$ cat src/rtl/mem_access_unit.sv
// Load/store front end for a single-port synchronous IP_RAM (word addressed,
// no byte enables). Sub-word stores are done as read-modify-write.
// Optional feature macro: MAU_PERF_CNT_EN adds saturating load/store/error
// response counters (perf_rd_cnt, perf_wr_cnt, perf_err_cnt).
module mem_access_unit #(
  parameter int unsigned ADDR_WIDTH = 16,
  parameter int unsigned DATA_WIDTH = 32,
  parameter int unsigned RD_LAT     = 1
) (
  input  logic                  clock,
  input  logic                  rst_n,
  input  logic                  req_valid,
  output logic                  req_ready,
  input  logic                  req_we,
  input  logic [1:0]            req_size,
  input  logic                  req_signed,
  input  logic [31:0]           req_addr,
  input  logic [31:0]           req_wdata,
  output logic                  rsp_valid,
  input  logic                  rsp_ready,
  output logic [31:0]           rsp_rdata,
  output logic                  rsp_err,
  output logic [ADDR_WIDTH-1:0] ram_address,
  output logic [DATA_WIDTH-1:0] ram_data,
  output logic                  ram_wren,
  input  logic [DATA_WIDTH-1:0] ram_q
`ifdef MAU_PERF_CNT_EN
  ,
  output logic [15:0]           perf_rd_cnt,
  output logic [15:0]           perf_wr_cnt,
  output logic [15:0]           perf_err_cnt
`endif
);

  localparam int unsigned CNT_W = 2;

  typedef enum logic [1:0] {IDLE, RD_WAIT, WR, RESP} state_t;

  state_t                  state, state_nxt;
  logic [CNT_W-1:0]        cnt, cnt_nxt;
  logic                    lat_we, lat_we_nxt;
  logic                    lat_signed, lat_signed_nxt;
  logic [1:0]              lat_size, lat_size_nxt;
  logic [1:0]              lat_lane, lat_lane_nxt;
  logic [31:0]             lat_wdata, lat_wdata_nxt;
  logic                    req_ready_nxt, rsp_valid_nxt, rsp_err_nxt, ram_wren_nxt;
  logic [31:0]             rsp_rdata_nxt;
  logic [ADDR_WIDTH-1:0]   ram_address_nxt;
  logic [DATA_WIDTH-1:0]   ram_data_nxt;
  logic                    req_err_c;

  // Shift the addressed byte/half down to bit 0 and extend; words pass through.
  function automatic logic [31:0] load_fmt(input logic [31:0] q, input logic [1:0] size,
                                           input logic [1:0] lane, input logic sgn);
    logic [31:0] sh;
    sh = q >> {lane, 3'b000};
    case (size)
      2'b00:   load_fmt = {{24{sgn & sh[7]}}, sh[7:0]};
      2'b01:   load_fmt = {{16{sgn & sh[15]}}, sh[15:0]};
      default: load_fmt = q;
    endcase
  endfunction

  // Overlay store data on the addressed lane(s), keeping the other bytes.
  function automatic logic [31:0] store_merge(input logic [31:0] q, input logic [31:0] wd,
                                              input logic [1:0] size, input logic [1:0] lane);
    logic [31:0] r;
    r = q;
    if (size == 2'b00) r[{lane, 3'b000} +: 8] = wd[7:0];
    else               r[{lane[1], 4'b0000} +: 16] = wd[15:0];
    return r;
  endfunction

  // Request legality: size, alignment and address range.
  always_comb begin
    req_err_c = (req_size == 2'b11)
             || (req_size == 2'b01 && req_addr[0])
             || (req_size == 2'b10 && req_addr[1:0] != 2'b00)
             || ((req_addr >> (ADDR_WIDTH + 2)) != 32'd0);
  end

  // Next-state and next-output logic.
  always_comb begin
    state_nxt       = state;
    cnt_nxt         = cnt;
    lat_we_nxt      = lat_we;
    lat_signed_nxt  = lat_signed;
    lat_size_nxt    = lat_size;
    lat_lane_nxt    = lat_lane;
    lat_wdata_nxt   = lat_wdata;
    req_ready_nxt   = req_ready;
    rsp_valid_nxt   = rsp_valid;
    rsp_err_nxt     = rsp_err;
    rsp_rdata_nxt   = rsp_rdata;
    ram_wren_nxt    = 1'b0;
    ram_address_nxt = ram_address;
    ram_data_nxt    = ram_data;
    case (state)
      IDLE: begin
        req_ready_nxt = 1'b1;
        if (req_valid && req_ready) begin
          req_ready_nxt  = 1'b0;
          lat_we_nxt     = req_we;
          lat_signed_nxt = req_signed;
          lat_size_nxt   = req_size;
          lat_lane_nxt   = req_addr[1:0];
          lat_wdata_nxt  = req_wdata;
          cnt_nxt        = '0;
          if (req_err_c) begin
            rsp_valid_nxt = 1'b1;
            rsp_err_nxt   = 1'b1;
            rsp_rdata_nxt = '0;
            state_nxt     = RESP;
          end else begin
            ram_address_nxt = req_addr[ADDR_WIDTH+1:2];
            if (req_we && req_size == 2'b10) begin
              ram_wren_nxt = 1'b1;
              ram_data_nxt = req_wdata;
              state_nxt    = WR;
            end else begin
              state_nxt = RD_WAIT;
            end
          end
        end
      end
      RD_WAIT: begin
        if (cnt == CNT_W'(RD_LAT)) begin
          if (lat_we) begin
            ram_wren_nxt = 1'b1;
            ram_data_nxt = store_merge(ram_q, lat_wdata, lat_size, lat_lane);
            state_nxt    = WR;
          end else begin
            rsp_valid_nxt = 1'b1;
            rsp_err_nxt   = 1'b0;
            rsp_rdata_nxt = load_fmt(ram_q, lat_size, lat_lane, lat_signed);
            state_nxt     = RESP;
          end
        end else begin
          cnt_nxt = cnt + CNT_W'(1);
        end
      end
      WR: begin
        rsp_valid_nxt = 1'b1;
        rsp_err_nxt   = 1'b0;
        rsp_rdata_nxt = '0;
        state_nxt     = RESP;
      end
      RESP: begin
        if (rsp_ready) begin
          rsp_valid_nxt = 1'b0;
          rsp_err_nxt   = 1'b0;
          rsp_rdata_nxt = '0;
          req_ready_nxt = 1'b1;
          state_nxt     = IDLE;
        end
      end
      default: state_nxt = IDLE;
    endcase
  end

  // State, latched request fields and registered outputs.
  always_ff @(posedge clock or negedge rst_n) begin
    if (!rst_n) begin
      state       <= IDLE;
      cnt         <= '0;
      lat_we      <= 1'b0;
      lat_signed  <= 1'b0;
      lat_size    <= 2'b00;
      lat_lane    <= 2'b00;
      lat_wdata   <= '0;
      req_ready   <= 1'b0;
      rsp_valid   <= 1'b0;
      rsp_err     <= 1'b0;
      rsp_rdata   <= '0;
      ram_wren    <= 1'b0;
      ram_address <= '0;
      ram_data    <= '0;
    end else begin
      state       <= state_nxt;
      cnt         <= cnt_nxt;
      lat_we      <= lat_we_nxt;
      lat_signed  <= lat_signed_nxt;
      lat_size    <= lat_size_nxt;
      lat_lane    <= lat_lane_nxt;
      lat_wdata   <= lat_wdata_nxt;
      req_ready   <= req_ready_nxt;
      rsp_valid   <= rsp_valid_nxt;
      rsp_err     <= rsp_err_nxt;
      rsp_rdata   <= rsp_rdata_nxt;
      ram_wren    <= ram_wren_nxt;
      ram_address <= ram_address_nxt;
      ram_data    <= ram_data_nxt;
    end
  end

`ifdef MAU_PERF_CNT_EN
  // Saturating per-class counters, bumped on the response handshake.
  always_ff @(posedge clock or negedge rst_n) begin
    if (!rst_n) begin
      perf_rd_cnt  <= '0;
      perf_wr_cnt  <= '0;
      perf_err_cnt <= '0;
    end else if (state == RESP && rsp_ready) begin
      if (rsp_err) begin
        if (perf_err_cnt != 16'hFFFF) perf_err_cnt <= perf_err_cnt + 16'd1;
      end else if (lat_we) begin
        if (perf_wr_cnt != 16'hFFFF) perf_wr_cnt <= perf_wr_cnt + 16'd1;
      end else begin
        if (perf_rd_cnt != 16'hFFFF) perf_rd_cnt <= perf_rd_cnt + 16'd1;
      end
    end
  end
`endif

endmodule

$ cat config.mk
export PLATFORM = sky130hd
export DESIGN_NAME = mem_access_unit
export DESIGN_NICKNAME = d
export VERILOG_FILES = /design/src/rtl/mem_access_unit.sv
export SDC_FILE = /design/constraint.sdc
export NUM_CORES = 1
export LEC_CHECK = 0
export ABC_CLOCK_PERIOD_IN_PS = 5570
export CORE_UTILIZATION = 45
export CTS_CLUSTER_SIZE = 40
export DETAILED_ROUTE_END_ITERATION = 12
export GPL_TIMING_DRIVEN = 0
export PLACE_DENSITY = 0.76
export SLEW_MARGIN = 20
export SYNTH_ARGS = -nofsm -noshare
export SYNTH_HDL_FRONTEND = slang
export SYNTH_SLANG_ARGS = --single-unit
export TNS_END_PERCENT = 20
$ cat constraint.sdc
create_clock -name clock -period 5.57 [get_ports clock]
set_input_delay 1.3925 -clock clock [delete_from_list [all_inputs] [get_ports clock]]
set_output_delay 1.3925 -clock clock [all_outputs]
set_load 0.01 [all_outputs]
==> Yosys cells after proc, flatten, opt, wreduce, memory -nomap -nowiden <==
Index checks and enable logic that the tools add are counted.
W data, S select, Z words.
{ "word_totals": {"regBits": 110, "inputBits": 104, "output_inout_bits": 84, "word_cells": 106} }
{ "classes": {"add_sub_neg": 3, "eq_ne": 17, "shift": 5, "muxes": 44, "n_bitwise": 3, "n_reduce_logical": 20} }
{ "op_table": {"columns": ["operator", "n"], "rows": [
  ["$mux W32", 11],
  ["$pmux W32 S2", 2],
  ["$pmux W32 S4", 1],
  ["$bwmux W32", 2],
  ["$reduce_bool A32 Y1", 1],
  ["$shift A16 B7 Y32 const A", 1],
  ["$shift A8 B7 Y32 const A", 1],
  ["$shiftx A16 B7 Y32", 1],
  ["$shiftx A8 B7 Y32", 1],
  ["$shr A32 B5 Y16", 1],
  ["$ne A2 B2 Y1 const B", 9],
  ["$mux W1", 15],
  ["$mux W2", 7],
  ["$neg A5 Y7", 2],
  ["$reduce_and A3 Y1", 3],
  ["$eq A2 B1 Y1 const B", 4],
  ["$eq A2 B2 Y1 const B", 4],
  ["$pmux W1 S4", 2],
  ["$pmux W2 S4", 1],
  ["$reduce_and A6 Y1", 1],
  ["$reduce_bool A2 Y1", 3],
  ["$reduce_and A5 Y1", 1],
  ["$logic_and A1 B1 Y1", 4],
  ["$logic_not A2 Y1", 2],
  ["7 further kinds", 12]
]} }

==> Longest topological paths before layout <==
{ "logic_depth": {"ltp_word": 8, "ltp_mapped": 9, "depth_no_buf": 6} }

==> Worst setup path after synthesis <==
No wires, ideal clock.
{ "synth_timing": {"path_kind": "input-to-reg", "startpoint": "input req_addr[19]", "endpoint": "register ram_address[10]", "setup_time_ns": 0.125, "arrival_time_ns": 2.769, "required_ns": 5.445, "slack_ns": 2.676, "path_stages": 5, "path_buffers": 1, "path_cell_list": "nor4_4 -> nand4_4 -> nor3_4 -> buf_4 -> mux2_2"} }
{ "synth_via": {"elab_chain_len": 4} }
{ "synth_lines": {"columns": ["item", "line", "rtl"], "rows": [
  ["start: declaration", "17", "input logic [31:0] req_addr,"],
  ["$reduce_bool A32 Y1", "79", "|| ((req_addr >> (ADDR_WIDTH + 2)) != 32'd0);"],
  ["$logic_or A1 B1 Y1", "79", null],
  ["$not A1 Y1 (no line)", null, null],
  ["$reduce_and A3 Y1 (no line)", null, null],
  ["end signal: assignment", "191", "ram_address <= ram_address_nxt;"],
  ["end: declaration", "23", "output logic [ADDR_WIDTH-1:0] ram_address,"]
]} }
Every way passes these cells.
A chain may end at the register's enable or synchronous reset.

==> Worst setup path after layout <==
{ "layout_timing": {"startpoint": "input req_addr[19]", "endpoint": "register ram_data[8]"} }
{ "layout_via": {"elab_chain_len": 4} }
{ "layout_lines": {"columns": ["item", "line", "rtl"], "rows": [
  ["$reduce_bool A32 Y1", "79", null],
  ["$logic_or A1 B1 Y1", "79", null],
  ["$ne A2 B2 Y1 (no line)", null, null],
  ["$reduce_and A6 Y1 (no line)", null, null],
  ["end signal: assignment", "192", "ram_data <= ram_data_nxt;"],
  ["end: declaration", "24", "output logic [DATA_WIDTH-1:0] ram_data,"]
]} }
Every way passes these cells.

==> impl_metrics.ini <==
[run_status]
status = finished clean

[logic_synthesis]
yosysWarnings = 0
syn_area_mm2 = 0.00670
synth_nets = 781
ys_top_cells_by_area = dfrtp_1 41%, mux2_2 15%, mux2i_1 5.4%
syn_inst = 667
synth_commonest_cells = 110 x dfrtp_1, 89 x mux2_2, 71 x inv_1
avgSynthCellArea_um2 = 10.1
synth_cell_types = 49
synth.most_common_cell = dfrtp_1
yosys.area.top_type = dfrtp_1
yosysSeqAreaShare_pct = 41.1
synth_edf_count = 0
synth_seq_cells = 110
synthArstFlopShare_pct = 100
synth_top_area_share_pct = 41.1
synth_ff_type = dfrtp_1

[cts]
cts_tree = done
cts_buffer_depth = 2
cts.root.buffer_cell = clkbuf_16
clk_pin_slew_ns = 0.07
cts_resized = 0
clock_latency_ns = 0.36
post_cts_buffers = 0
cts_hold_buf = 0
cts_buffers = 9
h-tree-depth = 3
clkSinkCount = 110

[route]
drt-pass1-iter-count = 5
drcViolationCount = 0
wl_per_cell_um = 19.8
drtAntennaViolNets = 0
via_per_inst = 5.81
wl_mm = 20.8
vias = 6126
drt_iter0_drc = 602

[global_route]
grt_pass1_wl_mm = 32.0
grt_pass1_vias = 5921
grt_max_degree = 70
grt_overflow = 0
grt_usage_pct = 27.8
antenna_found_initial = 0

[worst_setup_path]
cp-endpoint = ram_data[8]
worstPathArrival_ns = 3.50
critPathTopFamily = buffers and inverters
reg2reg_setup_slack_ns = 2.73
worst_r2r_path_depth = 9
cpPeakStageDelay_ns = 0.52
r2r-start = lat_lane[1]
critPathRequiredTime_ns = 5.82
endpoint_kind = flip-flop
crit_path_start = req_addr[19]
critPathLaunchType = input port
cp_max_fo = 10
worstSetupPathDepth = 6
worstReg2RegEnd = ram_data[7]
cp_num_buf_inv = 2
crit_type = input port to flip-flop
crit_slowest_cell = a211oi_4
path_cells = clkdlybuf4s50_1, nor4_4, nand4_4, a211oi_4, buf_6, mux2_2

[power_and_ir_drop]
ir_worst_vdd_v = 0.000292
p_comb_share_pct = 59.4
p_int_w = 0.00288
leakage_nw = 3.95
sw_frac_of_total_pct = 41.4
sequentialPowerShare_pct = 28.1
p_per_area_mw_per_mm2 = 539
p_switching_w = 0.00203
clockPowerShare_pct = 12.6

[layout]
fin_area_mm2 = 0.00911
drive_gt1_share_pct = 15.5
final_core_util_pct = 62.7
seq_area_mm2 = 0.00275
antenna_cells = 0
multiInputGateArea_mm2 = 0.00342
final_nets = 980
areaGrowthSynthToFinish_pct = 35.9
fillers = 1229

[timing]
finalCritPeriodShare_pct = 58.5
setup_tns_ns = 0
finalWorstSetupSlack_ns = 2.31
tightest_slew_ns = 0.609
grt_setup_unrepaired = false
relSlewSlack_pct = 59.4
finalSetupViolations = 0
worst_hold_slack_ns = 0.505
hold_viol_final = 0
fin_crit_ns = 3.26
finalMaxSlewViolations = 0
timing.fmax_mhz = 307
skew_ns = 0.00836

[die]
fp.dieH_um = 124
die_x_um = 124
ioPinCount = 188
rows = 44
coreArea_mm2 = 0.0145
initial_utilization_pct = 46.1
dieArea_mm2 = 0.0154

[hold_path]
hold_path.class = flip-flop to flip-flop
whs_path_depth = 1

[placement]
port_buffers = 187
dpl_worst_slack_ns = 1.90
gp_congestion = 0.943
place_hpwl_mm = 15.7
place_area_mm2 = 0.00883

[job]
maxCapViolations = 0
[power groups by stage]
stage / clock, W / sequential (W) / combinational [W]
after floorplan: 0 / 0.00143 / 0.00177
after global placement: 0 / 0.00138 / 0.00282
after detailed placement: 0 / 0.00138 / 0.00288
after CTS: 0.000634 / 0.00137 / 0.00289
after global routing: 0.000667 / 0.00142 / 0.00315
final: 0.000618 / 0.00138 / 0.00292
[metrics by stage]
| stage | instances | total power (W) |
|---|---|---|
| finish | 1055 | 0.00491 |
| detailed placement | 1039 | 0.00426 |
| floorplan | 667 | 0.00320 |
| global route | 1055 | 0.00523 |
| global placement | 1038 | 0.00420 |
| CTS | 1055 | 0.00490 |
[flip-flops by register name, indices dropped and copies added (netlist names)]
register and count:
lat_we 1, rsp_valid 1, lat_size 2, lat_wdata 16, state 2, ram_wren 1, lat_lane 2, cnt 2
rsp_rdata 32, ram_address 16, req_ready 1, ram_data 32, rsp_err 1, lat_signed 1
[per-layer routing]
metal  track usage, %  share of wire [%]  vias to the layer above
met3             5.82                9.1                       61
met4             12.6                3.7                        0
met1             37.6                 42                     2893
li1                 -                  -                     2840
met2             42.7                 46                      332
met5                0                  0                        -
[area by class of cell]
cell class	instances	share of cell area (%)
inverter	71	2.92
clock inverter	4	0.343
multi-input combinational	430	37.5
sequential	110	30.2
tap	184	2.53
clock buffer	12	2.70
timing repair buffer	188	20.9
buffer	56	2.95
[placed cells by master, fill, tap and decap left out, types with 5 or more instances in the layout]
| cell type | synthesis | final |
|---|---|---|
| clkdlybuf4s50_1 | 0 | 186 |
| dfrtp_1 | 110 | 110 |
| mux2_2 | 89 | 89 |
| inv_1 | 71 | 71 |
| o21ai_0 | 60 | 60 |
| nand2_1 | 59 | 59 |
| clkbuf_1 | 39 | 41 |
| mux2i_1 | 36 | 36 |
| o22ai_1 | 34 | 34 |
| a221oi_1 | 32 | 32 |
| nand4_1 | 16 | 16 |
| a31oi_1 | 12 | 12 |
| ha_1 | 10 | 10 |
| clkbuf_16 | 0 | 9 |
| o221ai_1 | 8 | 8 |
| and3_1 | 7 | 7 |
| nand3_1 | 6 | 6 |
| buf_6 | 5 | 6 |
| a22oi_1 | 6 | 6 |
| buf_2 | 5 | 5 |
[kinds of logic (layout without fill, tap and decap cells)]
| kind of cell | Yosys count | after routing | share of synthesized area (%) |
|---|---|---|---|
| and+or+nand+nor | 117 | 117 | 9.78 |
| adders and majority gates | 10 | 10 | 1.87 |
| muxes | 130 | 130 | 21.6 |
| buffers and inverters | 127 | 331 | 7.99 |
| AOI/OAI and AO/OA | 173 | 173 | 17.7 |
| DFF | 110 | 110 | 41.1 |
[worst min path at each step]
| stage | to | slack [ns] | start |
|---|---|---|---|
| 3_3_place_gp | lat_wdata[14] | 0.49 | lat_wdata[14] |
| 6_report | ram_address[10] | 0.50 | ram_address[10] |
| 5_1_grt | ram_data[27] | 0.53 | ram_data[27] |
| 3_5_place_dp | ram_address[10] | 0.49 | ram_address[10] |
| 2_1_floorplan | lat_wdata[10] | 0.46 | lat_wdata[10] |
| 4_1_cts | ram_address[10] | 0.51 | ram_address[10] |
Note: power is estimated with default switching activity, not from simulation.
